<file path="config.mk">
export PLATFORM = sky130hd
export DESIGN_NAME = fifo_pkt_writer_flat
export DESIGN_NICKNAME = d
export VERILOG_FILES = /design/src/rtl/fifo_pkt_pkg.sv /design/src/rtl/fifo_pkt_if.sv /design/src/rtl/fifo_wr_slot.sv /design/src/rtl/fifo_pkt_writer.sv /design/src/flat_wrapper.sv
export SDC_FILE = /design/constraint.sdc
export NUM_CORES = 1
export LEC_CHECK = 0
export CORE_MARGIN = 2
export CORE_UTILIZATION = 47
export DETAILED_ROUTE_END_ITERATION = 10
export GPL_ROUTABILITY_DRIVEN = 0
export PLACE_DENSITY = 0.86
export SYNTH_ARGS = -nofsm -noshare
export SYNTH_HDL_FRONTEND = slang
export SYNTH_SLANG_ARGS = --single-unit
</file>
<file path="constraint.sdc">
create_clock -name wr_clk -period 1.99 [get_ports wr_clk]
set_input_delay 0.199 -clock wr_clk [delete_from_list [all_inputs] [get_ports wr_clk]]
set_output_delay 0.199 -clock wr_clk [all_outputs]
set_load 0.005 [all_outputs]
</file>
<file path="src/rtl/fifo_pkt_pkg.sv">
// Shared definitions for the FIFO packet framer (write side) and its future read-side deframer.
// Contents: default widths, tag bit position and tag values, trailer ordering, FSM state enum.
package fifo_pkt_pkg;

    localparam int unsigned DEF_DW      = 15;
    localparam int unsigned DEF_MAX_LEN = 256;

    // FIFO word is {tag, word}; the tag sits just above the payload bits.
    localparam int unsigned TAG_BIT = DEF_DW;

    localparam logic TAG_PAYLOAD = 1'b0;
    localparam logic TAG_TRAILER = 1'b1;

    // Trailer words follow the payload in this order.
    localparam int unsigned TRAILER_WORDS   = 2;
    localparam int unsigned TRAILER_LEN_POS = 0;
    localparam int unsigned TRAILER_SUM_POS = 1;

    typedef enum logic [1:0] {
        PAYLOAD = 2'd0,
        LEN     = 2'd1,
        SUM     = 2'd2
    } state_e;

endpackage

</file>
<file path="src/rtl/fifo_pkt_if.sv">
// Upstream payload stream plus FIFO write port bundled as one interface.
//   master: drives in_valid/in_data/in_last and fifo_full (upstream source + FIFO model)
//   slave : the framer; drives in_ready, wr_en, wr_data
interface fifo_pkt_if
    import fifo_pkt_pkg::*;
#(
    parameter int unsigned DW = DEF_DW
);
    logic          in_valid;
    logic          in_ready;
    logic [DW-1:0] in_data;
    logic          in_last;
    logic          wr_en;
    logic [DW:0]   wr_data;
    logic          fifo_full;

    modport master (
        output in_valid, in_data, in_last, fifo_full,
        input  in_ready, wr_en, wr_data
    );

    modport slave (
        input  in_valid, in_data, in_last, fifo_full,
        output in_ready, wr_en, wr_data
    );
endinterface

</file>
<file path="src/rtl/fifo_wr_slot.sv">
// Single-entry output hold register in front of the FIFO write port.
//   load/load_data : new word to present (only honoured when the slot frees)
//   fifo_full      : FIFO full flag; a presented word is held bit-stable while full
//   wr_en/wr_data  : registered FIFO write request and word
//   free           : slot drains or is empty this cycle (combinational)
module fifo_wr_slot #(
    parameter int unsigned W = 16
) (
    input  logic         wr_clk,
    input  logic         rst_n,
    input  logic         load,
    input  logic [W-1:0] load_data,
    input  logic         fifo_full,
    output logic         wr_en,
    output logic [W-1:0] wr_data,
    output logic         free
);

    assign free = !wr_en || !fifo_full;

    // Hold while stalled; otherwise take the new word or go idle.
    always_ff @(posedge wr_clk or negedge rst_n) begin
        if (!rst_n) begin
            wr_en   <= 1'b0;
            wr_data <= '0;
        end else if (free) begin
            wr_en <= load;
            if (load) begin
                wr_data <= load_data;
            end
        end
    end

endmodule

</file>
<file path="src/rtl/fifo_pkt_writer.sv">
// Write-side packet framer: forwards payload words into the FIFO tagged 0, then closes each
// packet with a length word and an XOR checksum word, both tagged 1.
//   wr_clk, rst_n : clock, async active-low reset (shared with the FIFO)
//   bus           : upstream valid/ready stream and FIFO write port (slave modport)
//   pkt_cnt       : packets closed so far, wraps at 2^16
//   trunc_err     : one-cycle pulse when a packet is force-closed at MAX_LEN
//   busy          : packet in progress or a word still pending in the output slot
module fifo_pkt_writer
    import fifo_pkt_pkg::*;
#(
    parameter int unsigned DW      = DEF_DW,
    parameter int unsigned MAX_LEN = DEF_MAX_LEN
) (
    input  logic        wr_clk,
    input  logic        rst_n,
    fifo_pkt_if.slave   bus,
    output logic [15:0] pkt_cnt,
    output logic        trunc_err,
    output logic        busy
);

    localparam int unsigned CW = $clog2(MAX_LEN + 1);

    state_e        state;
    logic [CW-1:0] cnt;
    logic [DW-1:0] csum;

    logic          free;
    logic          hs;
    logic          at_limit;
    logic          load_c;
    logic [DW:0]   load_data_c;

    // Upstream may only hand over a word while the slot can take it.
    assign bus.in_ready = rst_n && (state == PAYLOAD) && free;
    assign hs           = bus.in_valid && bus.in_ready;
    assign at_limit     = (cnt + CW'(1)) == CW'(MAX_LEN);

    assign busy = (state != PAYLOAD) || (cnt != '0) || bus.wr_en;

    // Select the word offered to the output slot.
    always_comb begin
        load_c      = 1'b0;
        load_data_c = '0;
        unique case (state)
            PAYLOAD: begin
                load_c      = hs;
                load_data_c = {TAG_PAYLOAD, bus.in_data};
            end
            LEN: begin
                load_c      = free;
                load_data_c = {TAG_TRAILER, DW'(cnt)};
            end
            SUM: begin
                load_c      = free;
                load_data_c = {TAG_TRAILER, csum};
            end
            default: begin
                load_c      = 1'b0;
                load_data_c = '0;
            end
        endcase
    end

    // Framing FSM with length/checksum accumulators and status outputs.
    always_ff @(posedge wr_clk or negedge rst_n) begin
        if (!rst_n) begin
            state     <= PAYLOAD;
            cnt       <= '0;
            csum      <= '0;
            pkt_cnt   <= '0;
            trunc_err <= 1'b0;
        end else begin
            trunc_err <= 1'b0;
            unique case (state)
                PAYLOAD: begin
                    if (hs) begin
                        cnt  <= cnt + CW'(1);
                        csum <= csum ^ bus.in_data;
                        if (bus.in_last || at_limit) begin
                            state     <= LEN;
                            trunc_err <= !bus.in_last;
                        end
                    end
                end
                LEN: begin
                    if (free) begin
                        state <= SUM;
                    end
                end
                SUM: begin
                    if (free) begin
                        cnt     <= '0;
                        csum    <= '0;
                        pkt_cnt <= pkt_cnt + 16'd1;
                        state   <= PAYLOAD;
                    end
                end
                default: begin
                    state <= PAYLOAD;
                end
            endcase
        end
    end

    fifo_wr_slot #(
        .W (DW + 1)
    ) u_slot (
        .wr_clk    (wr_clk),
        .rst_n     (rst_n),
        .load      (load_c),
        .load_data (load_data_c),
        .fifo_full (bus.fifo_full),
        .wr_en     (bus.wr_en),
        .wr_data   (bus.wr_data),
        .free      (free)
    );

endmodule

</file>
<file path="src/flat_wrapper.sv">
// flat-port wrapper written by rule: the top's interface ports become plain ports
module fifo_pkt_writer_flat import fifo_pkt_pkg::*;
#(
    parameter int unsigned DW      = DEF_DW,
    parameter int unsigned MAX_LEN = DEF_MAX_LEN
)
  (wr_clk, rst_n, pkt_cnt, trunc_err, busy, bus_in_valid, bus_in_data, bus_in_last, bus_fifo_full, bus_in_ready, bus_wr_en, bus_wr_data);
  fifo_pkt_if #(.DW(DW)) bus_i ();
  input  logic wr_clk;
  input  logic rst_n;
  output logic [15:0] pkt_cnt;
  output logic trunc_err;
  output logic busy;
  input wire logic [$bits(bus_i.in_valid)-1:0] bus_in_valid;
  input wire logic [$bits(bus_i.in_data)-1:0] bus_in_data;
  input wire logic [$bits(bus_i.in_last)-1:0] bus_in_last;
  input wire logic [$bits(bus_i.fifo_full)-1:0] bus_fifo_full;
  output wire logic [$bits(bus_i.in_ready)-1:0] bus_in_ready;
  output wire logic [$bits(bus_i.wr_en)-1:0] bus_wr_en;
  output wire logic [$bits(bus_i.wr_data)-1:0] bus_wr_data;
  assign bus_i.in_valid = bus_in_valid;
  assign bus_i.in_data = bus_in_data;
  assign bus_i.in_last = bus_in_last;
  assign bus_i.fifo_full = bus_fifo_full;
  assign bus_in_ready = bus_i.in_ready;
  assign bus_wr_en = bus_i.wr_en;
  assign bus_wr_data = bus_i.wr_data;
  fifo_pkt_writer #(.DW(DW), .MAX_LEN(MAX_LEN)) u_core (.wr_clk(wr_clk), .rst_n(rst_n), .bus(bus_i), .pkt_cnt(pkt_cnt), .trunc_err(trunc_err), .busy(busy));
endmodule
</file>
==> results.yml <==
outcome:
  status: "completed"
placed_design:
  dp.cells: 450
  hpwl_mm: 5.34
  portBuffers: 55
timing:
  slew_headroom: 0.602
  worstMarginPinSlew_ns: 0.597
  hold_violations: 0
  holdWs_ns: 0.00552
  slew_violations: 0
  setup_viol: 0
  fmax_mhz: 516
  clock_skew_ns: 0.00507
  min_period_over_period: 0.975
  period_minus_slack_ns: 1.94
power_and_ir_drop:
  p_per_area_mw_per_mm2: 1490
  power.total_uw: 6250
  peakVddDrop_mv: 1.02
  p_sw_uw: 2400
  cell_internal_pwr_uw: 3850
  leakagePower_uw: 0.00183
  swShare: 0.384
  pwr-share-comb: 0.493
  seqPwrFrac: 0.329
  clockPowerShare: 0.178
routing:
  vias: 2682
  drc: 0
  firstDrtPassIters: 6
  antenna_left: 0
  routedWlPerCell_um: 16.5
  vias_per_cell: 5.62
  drtIter0Drc: 190
  wl_mm: 7.87
grt:
  grt_pass1_vias: 2787
  grt-ovfl-total: 0
  grt_pass1_wl_mm: 13.0
  track_usage: 0.228
  grt_max_degree: 49
  antenna_found_initial: 0
critical_path:
  worstPathRequired_ns: 1.79
  cp_max_fo: 8
  path_class: "reg2out"
  cp_data_arrival_time_ns: 1.74
  critPathCaptureType: "output pin"
  worst_setup_path_start_kind: "flip-flop"
clocking:
  clkTransAtPathRegs_ns: 0.07
  clock-sinks: 60
  htree_levels: 3
  clkLatencyLatePin_ns: 0.34
  cts_root_buffer: "clkbuf_8"
  cts_buffers: 9
  cts_tree: "done"
  clk_path_buf_depth: 2
cells_and_area:
  final_nets: 425
  diodes: 0
  drive_gt1_frac: 0.193
  final_util: 0.659
  area_growth_pct: 35.7
  stdcell_count: 477
floorplan:
  die_w_um: 85.0
  ios: 56
  die_area_mm2: 0.00723
  coreArea_mm2: 0.00635
  die_height_um: 85.0
  start_util: 0.486
  std_cell_rows: 29
synthesis:
  synth_area_per_cell_um2: 9.80
  synth.distinct_cells: 49
  async_flop_share: 1.00
  ys_ff_latch: 60
  synth_fp_nets: 344
  synth-main-ff-cell: "dfrtp_1"
  ys_seq_area_frac: 0.487
  synth-edff-count: 0
  syn_area_mm2: 0.00309
  ys_warn_count: 0
  syn-instance-count: 315
worst_hold_path:
  hp-class: "in2async"
run:
  maxCapViolations: 0
final timing paths:
check | slack, ns | cells after the start | to | startpoint
worst max-delay path | 0.05 | 4 | bus_in_ready | u_core.state[1]
worst min-delay path | 0.006 | 2 | u_core.pkt_cnt[10] | rst_n
worst max register to register | 0.06 | 6 | u_core.trunc_err | u_core.cnt[7]
worst min register to register | 0.49 | 1 | u_core.pkt_cnt[15] | u_core.pkt_cnt[15]
max in group asynchronous | 1.06 | 3 | u_core.u_slot.wr_data[1] | rst_n
min in group wr_clk | 0.48 | 4 | u_core.u_slot.wr_en | rst_n
final cells by class:
cell class	count	area, um2
tap	77	96.3
sequential	60	1500
clock buffer	11	151
timing repair buffer	90	822
inverter	6	22.5
fill	481	2160
clock inverter	4	48.8
multi-input combinational	229	1540
layer usage:
metal,up-vias,track usage,wire length (um)
li1,1263,-,-
met1,1304,0.292,3350
met2,96,0.369,3910
met3,19,0.0409,400
met4,0,0.120,211
met5,-,0,0
Yosys cell counts, drive strengths merged (2+ instances only):
cell type,n,area share
nor4b,2,0.0057
nor3b,2,0.0049
a222oi,9,0.029
nor2,40,0.049
or4,2,0.0061
nand4,4,0.0081
dfrtp,60,0.49
and3,9,0.019
nand2,38,0.049
clkbuf,11,0.013
a311oi,2,0.011
nor3,3,0.0049
mux2,5,0.018
nand3,11,0.019
a21oi,22,0.036
o211ai,3,0.0073
and2,2,0.0045
o311ai,2,0.0057
o21ai,11,0.018
ha,9,0.036
a22oi,6,0.015
a31oi,2,0.0041
xnor2,12,0.034
xor2,20,0.057
inv,6,0.0073
buf,9,0.019
what timing repair did:
item,4_1_cts,5_1_grt
endpoints found under the hold margin,12,0
hold buffers,1,0
buffers inserted,0,11
gates resized for setup,7,7
pin swaps,1,7
setup endpoints to repair,35,18
gates cloned,0,0
flip-flops by register name (all words and copies together), names as in the netlist:
| name | cells |
|---|---|
| u_core.pkt_cnt | 16 |
| u_core.u_slot.wr_en | 1 |
| u_core.cnt | 9 |
| u_core.trunc_err | 1 |
| u_core.state | 2 |
| u_core.u_slot.wr_data | 16 |
| u_core.csum | 15 |
cell usage in the layout, fill, tap and decap left out, types with 2 or more instances in the layout:
cell type,instances
xnor2_1,12
dfrtp_1,59
and3_1,7
o21ai_0,7
nor2_2,2
a31oi_1,2
nor2_1,38
nand2_1,37
clkdlybuf4s50_1,53
inv_2,2
o211ai_1,3
nand3_1,10
ha_1,6
buf_4,33
clkbuf_8,11
inv_1,4
nand4_1,4
a222oi_1,9
a21oi_1,22
nor3_1,3
clkinv_2,2
ha_4,2
xor2_1,20
o21ai_1,4
mux2_2,5
o311ai_1,2
a22oi_1,6
through the flow:
step | area (um2) | setup slack [ns] | setup TNS, ns
3_3_place_gp | 3840 | 0.0688 | 0
6_report | 4190 | 0.0503 | 0
5_1_grt | 4190 | -0.0349 | -0.0981
4_1_cts | 4080 | 0.000648 | 0
3_5_place_dp | 3840 | -0.0498 | -0.555
2_1_floorplan | 3100 | 0.00354 | 0
power by group through the flow:
stage | Combinational, uW | Clock (uW) | Sequential, uW
after floorplan | 1690 | 0 | 1990
after global placement | 2740 | 0 | 2040
after detailed placement | 2860 | 0 | 2060
after CTS | 2940 | 1130 | 2060
after global routing | 3380 | 1190 | 2110
final | 3080 | 1110 | 2060
cells by family after synthesis:
group                      Yosys count  synth area share
muxes                                6            0.0215
and+or+nand+nor                    119             0.184
buffers and inverters               26            0.0393
adders and majority gates            9            0.0365
AOI/OAI and AO/OA                   63             0.142
DFF                                 60             0.487
xor gates and xnor gates            32            0.0908
worst max-delay path: stages, from the launching register on:
cell and delay [ns]:
dfrtp_1 0.42, inv_2 0.13, ha_4 0.20, and3_1 0.16
clkdlybuf4s50_1 0.49
Note: power is estimated with default switching activity, not from simulation.
